[src/rtl/microcode_sequencer.sv]
// Control unit for the 8-bit bus CPU: T0..T4 step counter, opcode decode,
// bus strobes and the registered zero/carry flags used by conditional jumps.
//
// step | meaning
// T0   | fetch: PC -> MAR
// T1   | fetch: RAM -> IR, PC++
// T2   | execute 1 (IR now holds the new opcode)
// T3   | execute 2
// T4   | execute 3 (ALU write-back, flag load)
module microcode_sequencer #(
  parameter int SKIP_IDLE = 1
) (
  input  logic       clk,
  input  logic       reset,
  input  logic [3:0] opcode,
  input  logic       zf_in,
  input  logic       cf_in,
  output logic       co,
  output logic       ce,
  output logic       j,
  output logic       mi,
  output logic       ro,
  output logic       ri,
  output logic       ii,
  output logic       io,
  output logic       ai,
  output logic       ao,
  output logic       bi,
  output logic       eo,
  output logic       su,
  output logic       fi,
  output logic       oi,
  output logic       hlt,
  output logic [2:0] step,
  output logic       zf,
  output logic       cf,
  output logic       halted
);

  localparam logic [2:0] T0 = 3'd0;
  localparam logic [2:0] T1 = 3'd1;
  localparam logic [2:0] T2 = 3'd2;
  localparam logic [2:0] T3 = 3'd3;
  localparam logic [2:0] T4 = 3'd4;

  localparam logic [15:0] C_CO  = 16'h8000;
  localparam logic [15:0] C_CE  = 16'h4000;
  localparam logic [15:0] C_J   = 16'h2000;
  localparam logic [15:0] C_MI  = 16'h1000;
  localparam logic [15:0] C_RO  = 16'h0800;
  localparam logic [15:0] C_RI  = 16'h0400;
  localparam logic [15:0] C_II  = 16'h0200;
  localparam logic [15:0] C_IO  = 16'h0100;
  localparam logic [15:0] C_AI  = 16'h0080;
  localparam logic [15:0] C_AO  = 16'h0040;
  localparam logic [15:0] C_BI  = 16'h0020;
  localparam logic [15:0] C_EO  = 16'h0010;
  localparam logic [15:0] C_SU  = 16'h0008;
  localparam logic [15:0] C_FI  = 16'h0004;
  localparam logic [15:0] C_OI  = 16'h0002;
  localparam logic [15:0] C_HLT = 16'h0001;

  logic [15:0] ctl;
  logic [2:0]  last_step;
  logic        wrap;

  always_comb begin
    ctl = '0;
    if (!reset && !halted) begin
      case (step)
        T0: ctl = C_CO | C_MI;
        T1: ctl = C_RO | C_II | C_CE;
        default: begin
          case (opcode)
            4'h1: begin
              if (step == T2) ctl = C_IO | C_MI;
              else if (step == T3) ctl = C_RO | C_AI;
            end
            4'h2, 4'h3: begin
              if (step == T2) ctl = C_IO | C_MI;
              else if (step == T3) ctl = C_RO | C_BI;
              else if (step == T4)
                ctl = C_EO | C_AI | C_FI | ((opcode == 4'h3) ? C_SU : 16'h0000);
            end
            4'h4: begin
              if (step == T2) ctl = C_IO | C_MI;
              else if (step == T3) ctl = C_AO | C_RI;
            end
            4'h5: if (step == T2) ctl = C_IO | C_AI;
            4'h6: if (step == T2) ctl = C_IO | C_J;
            4'h7: if (step == T2 && cf) ctl = C_IO | C_J;
            4'h8: if (step == T2 && zf) ctl = C_IO | C_J;
            4'hE: if (step == T2) ctl = C_AO | C_OI;
            4'hF: if (step == T2) ctl = C_HLT;
            default: ctl = '0;
          endcase
        end
      endcase
    end
  end

  assign {co, ce, j, mi, ro, ri, ii, io, ai, ao, bi, eo, su, fi, oi, hlt} = ctl;

  always_comb begin
    case (opcode)
      4'h1, 4'h4:                         last_step = T3;
      4'h2, 4'h3:                         last_step = T4;
      4'h5, 4'h6, 4'h7, 4'h8, 4'hE, 4'hF: last_step = T2;
      default:                            last_step = T1;
    endcase
  end

  // >= rather than == so a step past the decoded end still returns to T0
  assign wrap = (step >= T4) || ((SKIP_IDLE != 0) && (step >= last_step));

  always_ff @(posedge clk) begin
    if (reset) begin
      step   <= T0;
      zf     <= 1'b0;
      cf     <= 1'b0;
      halted <= 1'b0;
    end else if (!halted) begin
      if (fi) begin
        zf <= zf_in;
        cf <= cf_in;
      end
      if (hlt) halted <= 1'b1;
      else if (wrap) step <= T0;
      else step <= step + 3'd1;
    end
  end

endmodule

[config.mk]
export PLATFORM = sky130hd
export DESIGN_NAME = microcode_sequencer
export DESIGN_NICKNAME = d
export VERILOG_FILES = /design/src/rtl/microcode_sequencer.sv
export SDC_FILE = /design/constraint.sdc
export NUM_CORES = 1
export LEC_CHECK = 0
export ABC_AREA = 1
export BUFFER_PORTS_ARGS = -buffer_cell sky130_fd_sc_hd__buf_2
export CAP_MARGIN = 20
export CELL_PAD_IN_SITES_DETAIL_PLACEMENT = 0
export CELL_PAD_IN_SITES_GLOBAL_PLACEMENT = 1
export CORE_UTILIZATION = 31
export DETAILED_ROUTE_END_ITERATION = 7
export HOLD_SLACK_MARGIN = 0.05
export PLACE_DENSITY_LB_ADDON = 0.05
export SLEW_MARGIN = 40
export SYNTH_ARGS = -nofsm -noshare
export SYNTH_HDL_FRONTEND = slang
export SYNTH_SLANG_ARGS = --single-unit
[constraint.sdc]
create_clock -name clk -period 1.65 [get_ports clk]
set_input_delay 0.2475 -clock clk [delete_from_list [all_inputs] [get_ports clk]]
set_output_delay 0.2475 -clock clk [all_outputs]
set_load 0.005 [all_outputs]
After elaboration in Yosys (flattened, before gate mapping)
Memories as Yosys holds them, arrays and structs flattened.
Index checks and enable logic that the tools add are counted.
Operators by class
  muxes and demuxes: 20
  reduce and logical (&&, ||, !) cells: 10
  bitwise operators: 2
  order comparisons: 2
  equality and inequality tests: 14
  add/sub/neg operators: 1
Operators with widths (number)
  case mux 16 bit (9 select lines): 1
  two-way mux 14 bit: 3
  two-way mux 13 bit: 3
  case mux 16 bit (2 select lines): 1
  two-way mux 12 bit: 2
  == test 4 x 3 -> 1 bit, second input constant: 4
  two-way mux 16 bit: 1
  == test 4 bit, second input constant: 3
  two-way mux 11 bit: 1
  two-way mux 9 bit: 1
  == test 4 x 2 -> 1 bit, second input constant: 2
  two-way mux 8 bit: 1
  two-way mux 7 bit: 1
  == test 3 x 2 -> 1 bit, second input constant: 2
  == test 4 x 1 -> 1 bit, second input constant: 1
  two-way mux 4 bit: 1
  AND reduction 2 bit: 2
  adder 3 x 1 -> 3 bit, second input constant: 1
  == test 3 x 1 -> 1 bit, second input constant: 1
  == test 3 bit, second input constant: 1
  >= comparator 3 bit: 1
  >= comparator 3 bit, second input constant: 1
  logical AND 1 bit: 3
  logical NOT 3 bit: 1
  other kinds (6): 10
Word-level totals
  output and inout port bits: 22
  memory bits (read-only): 48
  memories kept: 1
  register bits after elaboration: 6
Memory list
  (name not given): words 16, width 3, rd ports 1, clocked after memory_dff 0, write ports 0, line 105  | case (opcode)

Longest topological paths before layout
  depth after elaboration: 10
  gate-level depth with buffers: 13
  gate-level depth less buffers: 13

Worst setup path before layout
No wires, ideal clock.
  path kind: reg-to-output
  start point: register step[0]
  end point: output ao
  buffers on the path: 0
  cell stages (with the launch flop): 7
  setup slack: 0.081 ns
  arrival: 1.321 ns
  cell sequence: dfxtp_1 inv_1 ha_1 o21ai_4 nand2_1 nor3_2 or2_1
Between the ends
  longest elaborated chain between the ends: 6
RTL lines
  from (decl): line 34  | output logic [2:0] step,
  from (signal assigned): line 129  | else step <= step + 3'd1;
  == test 3 x 2 -> 1 bit: line 81, 87
  two-way mux 11 bit / two-way mux 12 bit (equally long branches): line 87, 81
  two-way mux 13 bit (on tied branches): line 86, 80
  case mux 16 bit (9 select lines): line 74  | case (opcode)
  case mux 16 bit (2 select lines) (*): line 70  | case (step)
  two-way mux 16 bit (*): line 69  | if (!reset && !halted) begin
  to (decl): line 27  | output logic ao,
Mark *: on every way between the ends. The rest lies on a longest branch, timed or not.

Worst setup path after layout
  start point: register step[0]
  end point: output hlt
Between the ends
  longest elaborated chain between the ends: 7
RTL lines
  == test 3 bit: line 82  | else if (step == T4)
  two-way mux 8 bit: line 82
  two-way mux 12 bit: line 81  | else if (step == T3) ctl = C_RO | C_BI;
  two-way mux 13 bit: line 80  | if (step == T2) ctl = C_IO | C_MI;
  case mux 16 bit (9 select lines): line 74
  case mux 16 bit (2 select lines) (*): line 70
  two-way mux 16 bit (*): line 69
  to (decl): line 33  | output logic hlt,
Marks and branches as above.

==> results.txt <==
unrepaired setup endpoints after global routing - yes
Psw - 520 µW
number of levels the H-tree was split into - 1
DRC violation count after routing - 0
status - finished, violations left
placed instance area - 0.00105 mm²
number of warnings reported in the yosys synthesis log - 0
source-to-sink clock delay at the later pin of the worst-skew pair - 0.24 ns
Overflow after GRT - 0
minimum clock period - 1.79 ns
Power Dens Cells - 918 mW/mm²
number of nets in the finished design - 199
Final TNS setup - -1.02 ns
horizontal extent of the die - 50.8 µm
sequential-to-total area share from yosys stat - 16.2%
Mapped Nets - 140
routed wire length per instance - 10.9 µm
Setup violations, final - 14
critical path data required time - 1.40 ns
share of total power in sequential cells - 18.5%
max_slew headroom - 83.9%
Top Ports - 30
count of inserted antenna diode cells - 0
antenna violations before repair - 0
Final Hold Violating Endpoints - 0
period utilisation layout - 109%
Maximum Capacitance Violations - 0
proportion of power drawn by combinational gates - 70.3%
dpl hpwl - 1780 µm
pin count of the biggest net entering global routing - 8
Core ar. - 0.00223 mm²
per-instance average area after synthesis - 5.96 µm²
CTS tree - yes
post-synth cell types - 22
Iter 0 DRT Violations - 19
kind of critical path - register to output port
maximum net fanout on the critical path - 4
met3 usage in global routing - 2.08%
met2 Use GR - 32.7%
worst min-delay path category - input port to register
number of clock sinks - 6
mapped cell area - 739 µm²
area enclosed by the die boundary - 0.00258 mm²
number of placement rows - 17
clock input transition at the sequential cells of the worst setup and hold paths - 0.05 ns
wire length of the first global-routing pass - 3740 µm
Cell Int Power - 677 µW
Clock Power Share - 11.2%
overall routed net length - 2280 µm
Final Slew Violations - 0
number of global-route vias before repair - 888
CTS max path bufs - 2
area of all placed cells without fillers - 0.00130 mm²
number of nets with antenna violations after detailed routing - 0
met1 global-route usage - 24.7%
last weighted congestion value of the routability-driven placer - 0.785
share of post-route cells with drive strength above 1 - 55.2%
type of element capturing the critical path - output port
clock skew - 0.00189 ns
Synth Register Bits - 6
fraction of power spent switching nets - 43.5%
Clk Tree Root Cell - sky130_fd_sc_hd__clkbuf_4
static leakage power - 0.679 nW
total clock buffers created by CTS - 3
overall routing resource usage - 19.0%
violated checks - setup timing
number of cells produced by synthesis - 124
achievable clock frequency - 557 MHz
global routing's busiest layer - met2
vias after detailed routing - 975
worst slew pin tran - 0.240 ns
Worst VDD drop - 0.000738 V
total chip power - 1.20 mW
per-cell via count in the routed design - 4.67
first-pass iteration count of the detailed router - 4
Critical Path Source Type - register
final worst slack - -0.144 ns
effective utilization at floorplan - 33.1%
Syn-to-layout area delta - 76.3%
worst endpoint data arrival time - 1.55 ns
Die Height - 50.8 µm
IO Port Bufs - 29
-- metrics by stage --
step                      util, %  worst slack, ns  hold slack [ns]  cells
final                        58.4           -0.144            0.186    209
after global routing         58.4           -0.207            0.199    209
after CTS                    57.1           -0.106            0.179    208
after detailed placement     47.2          -0.0967            0.435    199
after global placement       47.2          -0.0771            0.430    199
after floorplan                 -           0.0813            0.317    124
-- critical path: stages (launching register included) --
cell and delay [ns]:
sky130_fd_sc_hd__dfxtp_4 0.40, sky130_fd_sc_hd__inv_6 0.05, sky130_fd_sc_hd__ha_4 0.17, sky130_fd_sc_hd__o21ai_4 0.21, sky130_fd_sc_hd__buf_4 0.16, sky130_fd_sc_hd__buf_6 0.09, sky130_fd_sc_hd__nand3_4 0.07, sky130_fd_sc_hd__inv_2 0.05
sky130_fd_sc_hd__buf_2 0.10
-- logic make-up (layout without fill, tap and decap cells) --
| family | Yosys count | in the layout | synth area share, % |
|---|---|---|---|
| AND/OR/NAND/NOR | 71 | 71 | 45.5 |
| buffers and inverters | 25 | 82 | 13.7 |
| AO/OA/AOI/OAI | 14 | 14 | 11.0 |
| adder cells (fa/ha/maj) | 8 | 8 | 13.5 |
| flip-flops | 6 | 6 | 16.2 |
-- layout by cell type (no fill, tap or decap) --
cell type,synthesis,final
sky130_fd_sc_hd__inv_4,0,1
sky130_fd_sc_hd__nand2_4,1,3
sky130_fd_sc_hd__nand4_1,3,3
sky130_fd_sc_hd__o21ai_1,3,3
sky130_fd_sc_hd__clkinv_4,0,1
sky130_fd_sc_hd__dfxtp_4,0,2
sky130_fd_sc_hd__inv_2,7,10
sky130_fd_sc_hd__nand2_2,2,2
sky130_fd_sc_hd__buf_6,0,5
sky130_fd_sc_hd__nand2_1,27,25
sky130_fd_sc_hd__nand3_1,8,6
sky130_fd_sc_hd__dfxtp_1,6,4
sky130_fd_sc_hd__ha_1,8,2
sky130_fd_sc_hd__o21ai_0,2,2
sky130_fd_sc_hd__inv_6,0,1
sky130_fd_sc_hd__nor2_2,3,4
sky130_fd_sc_hd__or2_1,1,1
sky130_fd_sc_hd__ha_4,0,5
sky130_fd_sc_hd__o21ai_4,1,1
sky130_fd_sc_hd__nor3_1,3,1
sky130_fd_sc_hd__a21oi_1,8,8
sky130_fd_sc_hd__nand3_2,2,2
sky130_fd_sc_hd__nor3_2,1,3
sky130_fd_sc_hd__inv_1,15,10
sky130_fd_sc_hd__buf_4,2,23
sky130_fd_sc_hd__nor2_4,1,3
sky130_fd_sc_hd__nor2_1,19,16
sky130_fd_sc_hd__ha_2,0,1
sky130_fd_sc_hd__nand3_4,0,2
sky130_fd_sc_hd__buf_2,0,28
sky130_fd_sc_hd__clkbuf_4,0,3
-- flip-flops by register name, summed over array words and instances, names as in the netlist --
name,count
zf,1
halted,1
step,3
cf,1
-- power groups by stage --
stage          Sequential [mW]  Combinational (mW)  Clock [mW]
5_1_grt                  0.226               0.911       0.146
3_5_place_dp             0.192               0.586           0
3_3_place_gp             0.191               0.596           0
4_1_cts                  0.218               0.779       0.140
6_report                 0.222               0.842       0.134
2_1_floorplan            0.194               0.339           0
-- final timing paths --
check / cells after the start / slack (ns) / from / end
setup reg to reg: 11 / -0.01 / step[0]$_SDFFE_PP0P_ / step[0]$_SDFFE_PP0P_
setup / recovery: 8 / -0.14 / step[0]$_SDFFE_PP0P_ / hlt
hold / removal: 2 / 0.19 / reset / halted$_SDFF_PP0_
hold reg to reg: 2 / 0.47 / cf$_SDFFE_PP0P_ / cf$_SDFFE_PP0P_
-- routing by layer --
layer	up-vias	part of all wire (%)	wire [µm]
met5	-	0	0
met3	5	3.7	85
met2	26	48	1100
met4	0	1.3	29
met1	438	47	1070
li1	506	-	-
-- area by class of cell --
cell class                      instances  area, µm²
Clock buffer                            3       22.5
Fill cell                             239        930
Inverter                               23       98.8
Multi-Input combinational cell         93        651
Sequential cell                         6        128
Tap cell                               28       35.0
Timing Repair Buffer                   56        369
-- synth_stat cells --
cell type | instances | area, µm²
sky130_fd_sc_hd__dfxtp_1 | 6 | 120
sky130_fd_sc_hd__a21oi_1 | 8 | 40.0
sky130_fd_sc_hd__o21ai_1 | 3 | 15.0
sky130_fd_sc_hd__inv_1 | 15 | 56.3
sky130_fd_sc_hd__nor3_1 | 3 | 15.0
sky130_fd_sc_hd__clkinv_1 | 1 | 3.75
sky130_fd_sc_hd__nor2_4 | 1 | 11.3
sky130_fd_sc_hd__o21ai_0 | 2 | 10.0
sky130_fd_sc_hd__nand2_4 | 1 | 11.3
sky130_fd_sc_hd__nand4_1 | 3 | 18.8
sky130_fd_sc_hd__or2_1 | 1 | 6.26
sky130_fd_sc_hd__nor2_1 | 19 | 71.3
sky130_fd_sc_hd__nor3_2 | 1 | 10.0
sky130_fd_sc_hd__nand3_1 | 8 | 40.0
sky130_fd_sc_hd__nor2_2 | 3 | 18.8
sky130_fd_sc_hd__nand2_1 | 27 | 101
sky130_fd_sc_hd__nand3_2 | 2 | 20.0
sky130_fd_sc_hd__buf_4 | 2 | 15.0
sky130_fd_sc_hd__ha_1 | 8 | 100
sky130_fd_sc_hd__inv_2 | 7 | 26.3
sky130_fd_sc_hd__o21ai_4 | 1 | 16.3
sky130_fd_sc_hd__nand2_2 | 2 | 12.5
-- timing repair --
item,in CTS,in global routing
endpoints found under the setup margin,13,16
resized for setup,41,4
hold buffers,0,0
pin swaps,9,7
setup buffers,6,2
(Power assumes the default switching activity.)
